==> config.mk <==
export PLATFORM = sky130hd
export DESIGN_NAME = dnn_sigmoid_ulaw_core
export DESIGN_NICKNAME = d
export VERILOG_FILES = /design/src/rtl/dnn_sigmoid_ulaw_core.sv
export SDC_FILE = /design/constraint.sdc
export NUM_CORES = 2
export LEC_CHECK = 0
export CAP_MARGIN = 20
export CORE_MARGIN = 2
export CORE_UTILIZATION = 45
export CTS_CLUSTER_SIZE = 20
export DETAILED_ROUTE_END_ITERATION = 12
export GPL_TIMING_DRIVEN = 1
export PLACE_DENSITY = 0.6
export SLEW_MARGIN = 30
export SYNTH_ARGS = -nofsm -noshare
export SYNTH_HDL_FRONTEND = slang
export SYNTH_SLANG_ARGS = --single-unit
==> constraint.sdc <==
create_clock -name clk -period 13.51 [get_ports clk]
set_input_delay 2.702 -clock clk [delete_from_list [all_inputs] [get_ports clk]]
set_output_delay 2.702 -clock clk [all_outputs]
set_load 0.05 [all_outputs]
==> src/rtl/dnn_sigmoid_ulaw_core.sv <==
// rtl/dnn_sigmoid_ulaw_core.sv - two-layer u-law MLP (400-25-10) with sigmoid LUT in external memory
module dnn_sigmoid_ulaw_core #(
  parameter int                    ADDR_WIDTH      = 16,
  parameter logic [ADDR_WIDTH-1:0] ADDR_BASE_A     = 16'h0000,
  parameter logic [ADDR_WIDTH-1:0] ADDR_BASE_W     = 16'h0191,
  parameter logic [ADDR_WIDTH-1:0] ADDR_BASE_LUT   = 16'h29be,
  parameter int                    SM1_SCALE       = 1,
  parameter int                    SM2_SCALE       = 1,
  parameter logic [7:0]            L2_ONE_BIAS_VAL = 8'b10001111,
  parameter int                    WIDTH_SIG_LUT   = 8
) (
  input  logic                         clk,
  input  logic                         rst,
  input  logic                         start,
  input  logic                         reset,
  output logic                         done,
  output logic [ADDR_WIDTH-1:0]        mem_addr,
  input  logic signed [7:0]            mem_data,
  output logic signed [7:0]            out [10]
);

  localparam int unsigned L1_FAN = 401;    // 400 inputs + bias
  localparam int unsigned L2_OFF = 10025;  // 25 * 401 layer-1 weights
  localparam int unsigned L2_FAN = 26;     // 25 hidden + bias

  typedef enum logic [2:0] {
    S_IDLE, S_L1_A, S_L1_W, S_L1_LUT, S_L2_MAC, S_L2_ST, S_DONE
  } state_t;

  state_t                    state_q, state_d;
  logic [8:0]                idx_q, idx_d;     // L1 input index / L2 hidden index
  logic [4:0]                nrn_q, nrn_d;     // L1 hidden neuron / L2 output neuron
  logic signed [35:0]        acc_q, acc_d;
  logic [7:0]                a_q, a_d;         // latched input code for the L1 MAC
  logic                      done_q, done_d;
  logic [WIDTH_SIG_LUT-1:0]  h_q [25];
  logic signed [7:0]         out_q [10];

  logic                      h_we, out_we;
  logic [7:0]                op_code;
  logic [4:0]                hidx;
  logic signed [25:0]        prod;
  logic signed [7:0]         pre1, pre2;

  // sign/magnitude u-law code to signed linear value, magnitude 0..3952
  function automatic logic signed [12:0] ulaw_dec(input logic [7:0] c);
    logic [12:0] mag;
    mag = (13'({1'b1, c[3:0]}) << c[6:4]) - 13'd16;
    return c[7] ? signed'(mag) : -signed'(mag);
  endfunction

  // arithmetic scale-down of the accumulator, clamped to the signed byte range
  function automatic logic signed [7:0] sat_pre(input logic signed [35:0] a, input int sh);
    logic signed [35:0] s;
    s = a >>> sh;
    if (s > 36'sd127)       return 8'sd127;
    else if (s < -36'sd128) return -8'sd128;
    else                    return s[7:0];
  endfunction

  assign done = done_q;
  assign out  = out_q;

  // MAC operand selection and pre-activation of whatever the accumulator holds
  always_comb begin
    hidx    = (idx_q == 9'd0) ? 5'd0 : 5'(idx_q - 9'd1);
    op_code = (state_q == S_L2_MAC) ? ((idx_q == 9'd0) ? L2_ONE_BIAS_VAL : h_q[hidx]) : a_q;
    prod    = ulaw_dec(op_code) * ulaw_dec(mem_data);
    pre1    = sat_pre(acc_q, 8 + SM1_SCALE);
    pre2    = sat_pre(acc_q, 8 + SM2_SCALE);
  end

  // next-state, datapath next values and memory address
  always_comb begin
    state_d  = state_q;
    idx_d    = idx_q;
    nrn_d    = nrn_q;
    acc_d    = acc_q;
    a_d      = a_q;
    done_d   = (state_q == S_DONE);
    h_we     = 1'b0;
    out_we   = 1'b0;
    mem_addr = '0;
    case (state_q)
      S_IDLE: begin
        acc_d = '0;
        idx_d = '0;
        nrn_d = '0;
        if (start) state_d = S_L1_A;
      end
      S_L1_A: begin
        mem_addr = ADDR_BASE_A + ADDR_WIDTH'(idx_q);
        a_d      = mem_data;
        state_d  = S_L1_W;
      end
      S_L1_W: begin
        mem_addr = ADDR_BASE_W + ADDR_WIDTH'(32'(nrn_q) * L1_FAN + 32'(idx_q));
        acc_d    = acc_q + {{10{prod[25]}}, prod};
        if (idx_q == 9'd400) begin
          idx_d   = '0;
          state_d = S_L1_LUT;
        end else begin
          idx_d   = idx_q + 9'd1;
          state_d = S_L1_A;
        end
      end
      S_L1_LUT: begin
        mem_addr = ADDR_BASE_LUT + ADDR_WIDTH'({~pre1[7], pre1[6:0]});
        h_we     = 1'b1;
        acc_d    = '0;
        if (nrn_q == 5'd24) begin
          nrn_d   = '0;
          state_d = S_L2_MAC;
        end else begin
          nrn_d   = nrn_q + 5'd1;
          state_d = S_L1_A;
        end
      end
      S_L2_MAC: begin
        mem_addr = ADDR_BASE_W + ADDR_WIDTH'(L2_OFF + 32'(nrn_q) * L2_FAN + 32'(idx_q));
        acc_d    = acc_q + {{10{prod[25]}}, prod};
        if (idx_q == 9'd25) begin
          idx_d   = '0;
          state_d = S_L2_ST;
        end else begin
          idx_d   = idx_q + 9'd1;
        end
      end
      S_L2_ST: begin
        out_we = 1'b1;
        acc_d  = '0;
        if (nrn_q == 5'd9) begin
          nrn_d   = '0;
          state_d = S_DONE;
        end else begin
          nrn_d   = nrn_q + 5'd1;
          state_d = S_L2_MAC;
        end
      end
      S_DONE: begin
        state_d = S_DONE;
      end
      default: state_d = S_IDLE;
    endcase
    // soft clear overrides everything, including a coincident start
    if (reset) begin
      state_d = S_IDLE;
      idx_d   = '0;
      nrn_d   = '0;
      acc_d   = '0;
      done_d  = 1'b0;
      h_we    = 1'b0;
      out_we  = 1'b0;
    end
  end

  // FSM state register
  always_ff @(posedge clk or posedge rst) begin
    if (rst) state_q <= S_IDLE;
    else     state_q <= state_d;
  end

  // counters, accumulator, operand latch and done flag
  always_ff @(posedge clk or posedge rst) begin
    if (rst) begin
      idx_q  <= '0;
      nrn_q  <= '0;
      acc_q  <= '0;
      a_q    <= '0;
      done_q <= 1'b0;
    end else begin
      idx_q  <= idx_d;
      nrn_q  <= nrn_d;
      acc_q  <= acc_d;
      a_q    <= a_d;
      done_q <= done_d;
    end
  end

  // hidden-code and output-score register files; survive a soft clear
  always_ff @(posedge clk or posedge rst) begin
    if (rst) begin
      for (int n = 0; n < 25; n++) h_q[n] <= '0;
      for (int n = 0; n < 10; n++) out_q[n] <= '0;
    end else begin
      if (h_we)   h_q[nrn_q] <= mem_data[WIDTH_SIG_LUT-1:0];
      if (out_we) out_q[nrn_q[3:0]] <= pre2;
    end
  end

endmodule

==> impl_metrics.ini <==
[cts]
clk_pin_slew_worst_paths_ns = 0.06
clk_path_buf_depth = 3
clock_latency_ns = 0.56
cts_tree = done
cts.htree.levels = 2
cts.sinks = 342
hold_buffers = 0
cts_made_buffers = 37
clk_root_buffer_cell = clkbuf_16

[final_layout]
syn_to_final_growth_pct = 13.63
drive_gt1_frac = 0.1357
finalNonFillerCells = 3699
fin_nets = 3271
antenna_cells = 0
finish.instance_area_um2 = 30450

[global_routing]
track_usage = 0.2539
antenna_found_initial = 0
grt_pass1_vias = 21250
grt_first_pass_wirelength_um = 121800
gr-total-overflow = 0
grt_max_degree = 171

[worst_hold_path]
holdPathStages = 2
hold_class = register to register

[synthesis]
synth_cell_types = 98
synth_seq_area_share = 0.3193
ys_async_sr_fraction = 1.000
synth_edf_count = 0
syn-cell-area_um2 = 26800
synth_cells = 2780
avgSynthCellArea_um2 = 9.641
synth_flop_cell = dfrtp_1
yosysWarnings = 0
synth_fp_nets = 3151
ys_ff_latch = 342

[routing]
firstDrtPassIters = 5
vias = 21010
postRouteAntennaNets = 0
vias_per_cell = 5.680
wl_um = 77460
drc_errors = 0
drt_iter0_markers = 1383
wl_per_cell_um = 20.94

[sta]
fin_worst_skew_ns = 0.03889
post-route-period-util = 0.9501
hold_ws_ns = 0.4765
final_max_slew_viol_count = 0
setup_viol = 0
worst_slack_ns = 0.6738
period_needed_ns = 12.84
slew_headroom = 0.3697
hold_viol_final = 0
max_clock_freq_mhz = 77.90
tightest_slew_ns = 0.9455

[worst_setup_path]
rrSetupSlack_ns = 0.67
crit_path_start_kind = register
crit_path_max_incr_delay_ns = 0.68
cp-end-kind = register
rr_worst_depth = 45
arrival_ns = 13.27
cp_max_fo = 12
cpMostUsedCell = ha_1
crit_slowest_cell = o41ai_1
worstPathRequired_ns = 13.94
critPathKind = register to register

[placement]
place_inst = 3630
post-place-ws_ns = 0.2170
place_area_um2 = 29070
port_buffers = 108
place_hpwl_um = 57520
place.gp.congestion = 0.9103

[flow_run]
drv_cap = 0

[floorplanning]
fp.dieW_um = 248.0
ioPinCount = 109
fp-row-count = 89
die-area_um2 = 61530
start_util = 0.4550
design.core.area_um2 = 58910
die_h_um = 248.0

[status]
status = finished clean
[layout by cell type (no fill, tap or decap), types with 13 or more instances in the layout]
cell,n
clkdlybuf4s50_1,108
buf_4,96
and2_1,55
and3_1,17
o22ai_1,21
a21oi_1,91
o21ai_0,226
mux2_2,172
mux2i_1,33
nor3_1,35
inv_1,233
xnor2_1,84
ha_1,188
dfrtp_1,341
nor2_1,143
a211oi_1,15
a21o_1,29
a31oi_1,13
clkbuf_16,38
nor2b_1,21
nand3_1,53
fa_1,170
nor4_1,15
nand2b_1,29
o21bai_1,17
xor2_1,44
nand2_1,355
[sequential cells by signal, summed over array words and instances (netlist names)]
register and cells:
out 80, h_q 200, acc_q 36, idx_q 9, done 1, state_q 3, nrn_q 5, a_q 8
[Yosys cell counts (21+ instances only)]
library cell,instances,area [um2]
xnor2_1,86,753.2
dfrtp_1,342,8558
o21ai_0,231,1156
xor2_1,45,394.1
a21o_1,29,217.7
and2_1,55,344.1
nand2_1,357,1340
nand2b_1,29,181.4
nand3_1,53,265.3
nor2_1,144,540.5
ha_1,189,2365
clkbuf_1,97,364.1
inv_1,234,878.3
nor2b_1,21,131.4
mux2i_1,33,330.3
nor3_1,35,175.2
o22ai_1,21,131.4
a21oi_1,92,460.4
fa_1,170,3403
mux2_2,172,1937
[path summary, 6_finish.rpt]
| kind | start | endpoint |
|---|---|---|
| setup / recovery | idx_q[1]$_DFFE_PP0P_ | acc_q[32]$_DFFE_PP0P_ |
| max in group asynchronous | rst | out[69]$_DFFE_PP0P_ |
| hold / removal | h_q[106]$_DFFE_PP0P_ | h_q[106]$_DFFE_PP0P_ |
| hold reg to reg | h_q[106]$_DFFE_PP0P_ | h_q[106]$_DFFE_PP0P_ |
| setup reg to reg | idx_q[1]$_DFFE_PP0P_ | acc_q[32]$_DFFE_PP0P_ |
| min in group asynchronous | rst | h_q[117]$_DFFE_PP0P_ |
[metal layers]
layer,GRT usage,routed length (um)
met2,0.4210,36610
met3,0.03286,3682
met4,0.09158,2982
met1,0.3413,34190
met5,0,0
[area by class of cell]
type / instances / area (um2)
inverter: 236 / 893.4
timing repair buffer: 208 / 1872
fill: 5313 / 28450
sequential: 342 / 8559
clock buffer: 57 / 1142
multi-input combinational: 2075 / 16920
clock inverter: 8 / 100.1
tap: 773 / 967.2
[worst max-delay path: cells and delay by family, from the launching register on]
kind,cells,cell delay [ns]
buffers and inverters,3,0.34
adder cells (fa/ha/maj),10,4.14
AND/OR/NAND/NOR,11,2.44
XOR/XNOR,2,0.46
multiplexers,1,0.18
AO/OA/AOI/OAI,18,4.80
flip-flops,1,0.37
[kinds of logic (layout without fill, tap and decap cells)]
family                     Yosys count  in the layout  share of synthesized area
and+or+nand+nor                    797            797                     0.1391
buffers and inverters              363            509                    0.05331
adders and majority gates          359            359                     0.2152
xor gates and xnor gates           133            133                    0.04402
DFF                                342            342                     0.3193
AOI/OAI and AO/OA                  574            574                     0.1386
muxes                              212            212                    0.09048
[what timing repair did]
action / in CTS / in global routing
setup buffers: 0 / 3
endpoints found under the setup margin: 0 / 7
gates resized for setup: 0 / 14
[metrics by stage]
step,utilization,setup TNS [ns]
2_1_floorplan,-,0
3_3_place_gp,0.4934,0
3_5_place_dp,0.4935,0
4_1_cts,0.5146,0
5_1_grt,0.5170,-0.1152
6_report,0.5170,0
Power is left out: the tool's default activity adds up to more than one toggle a clock period on the data nets, which glitch-free logic cannot reach.
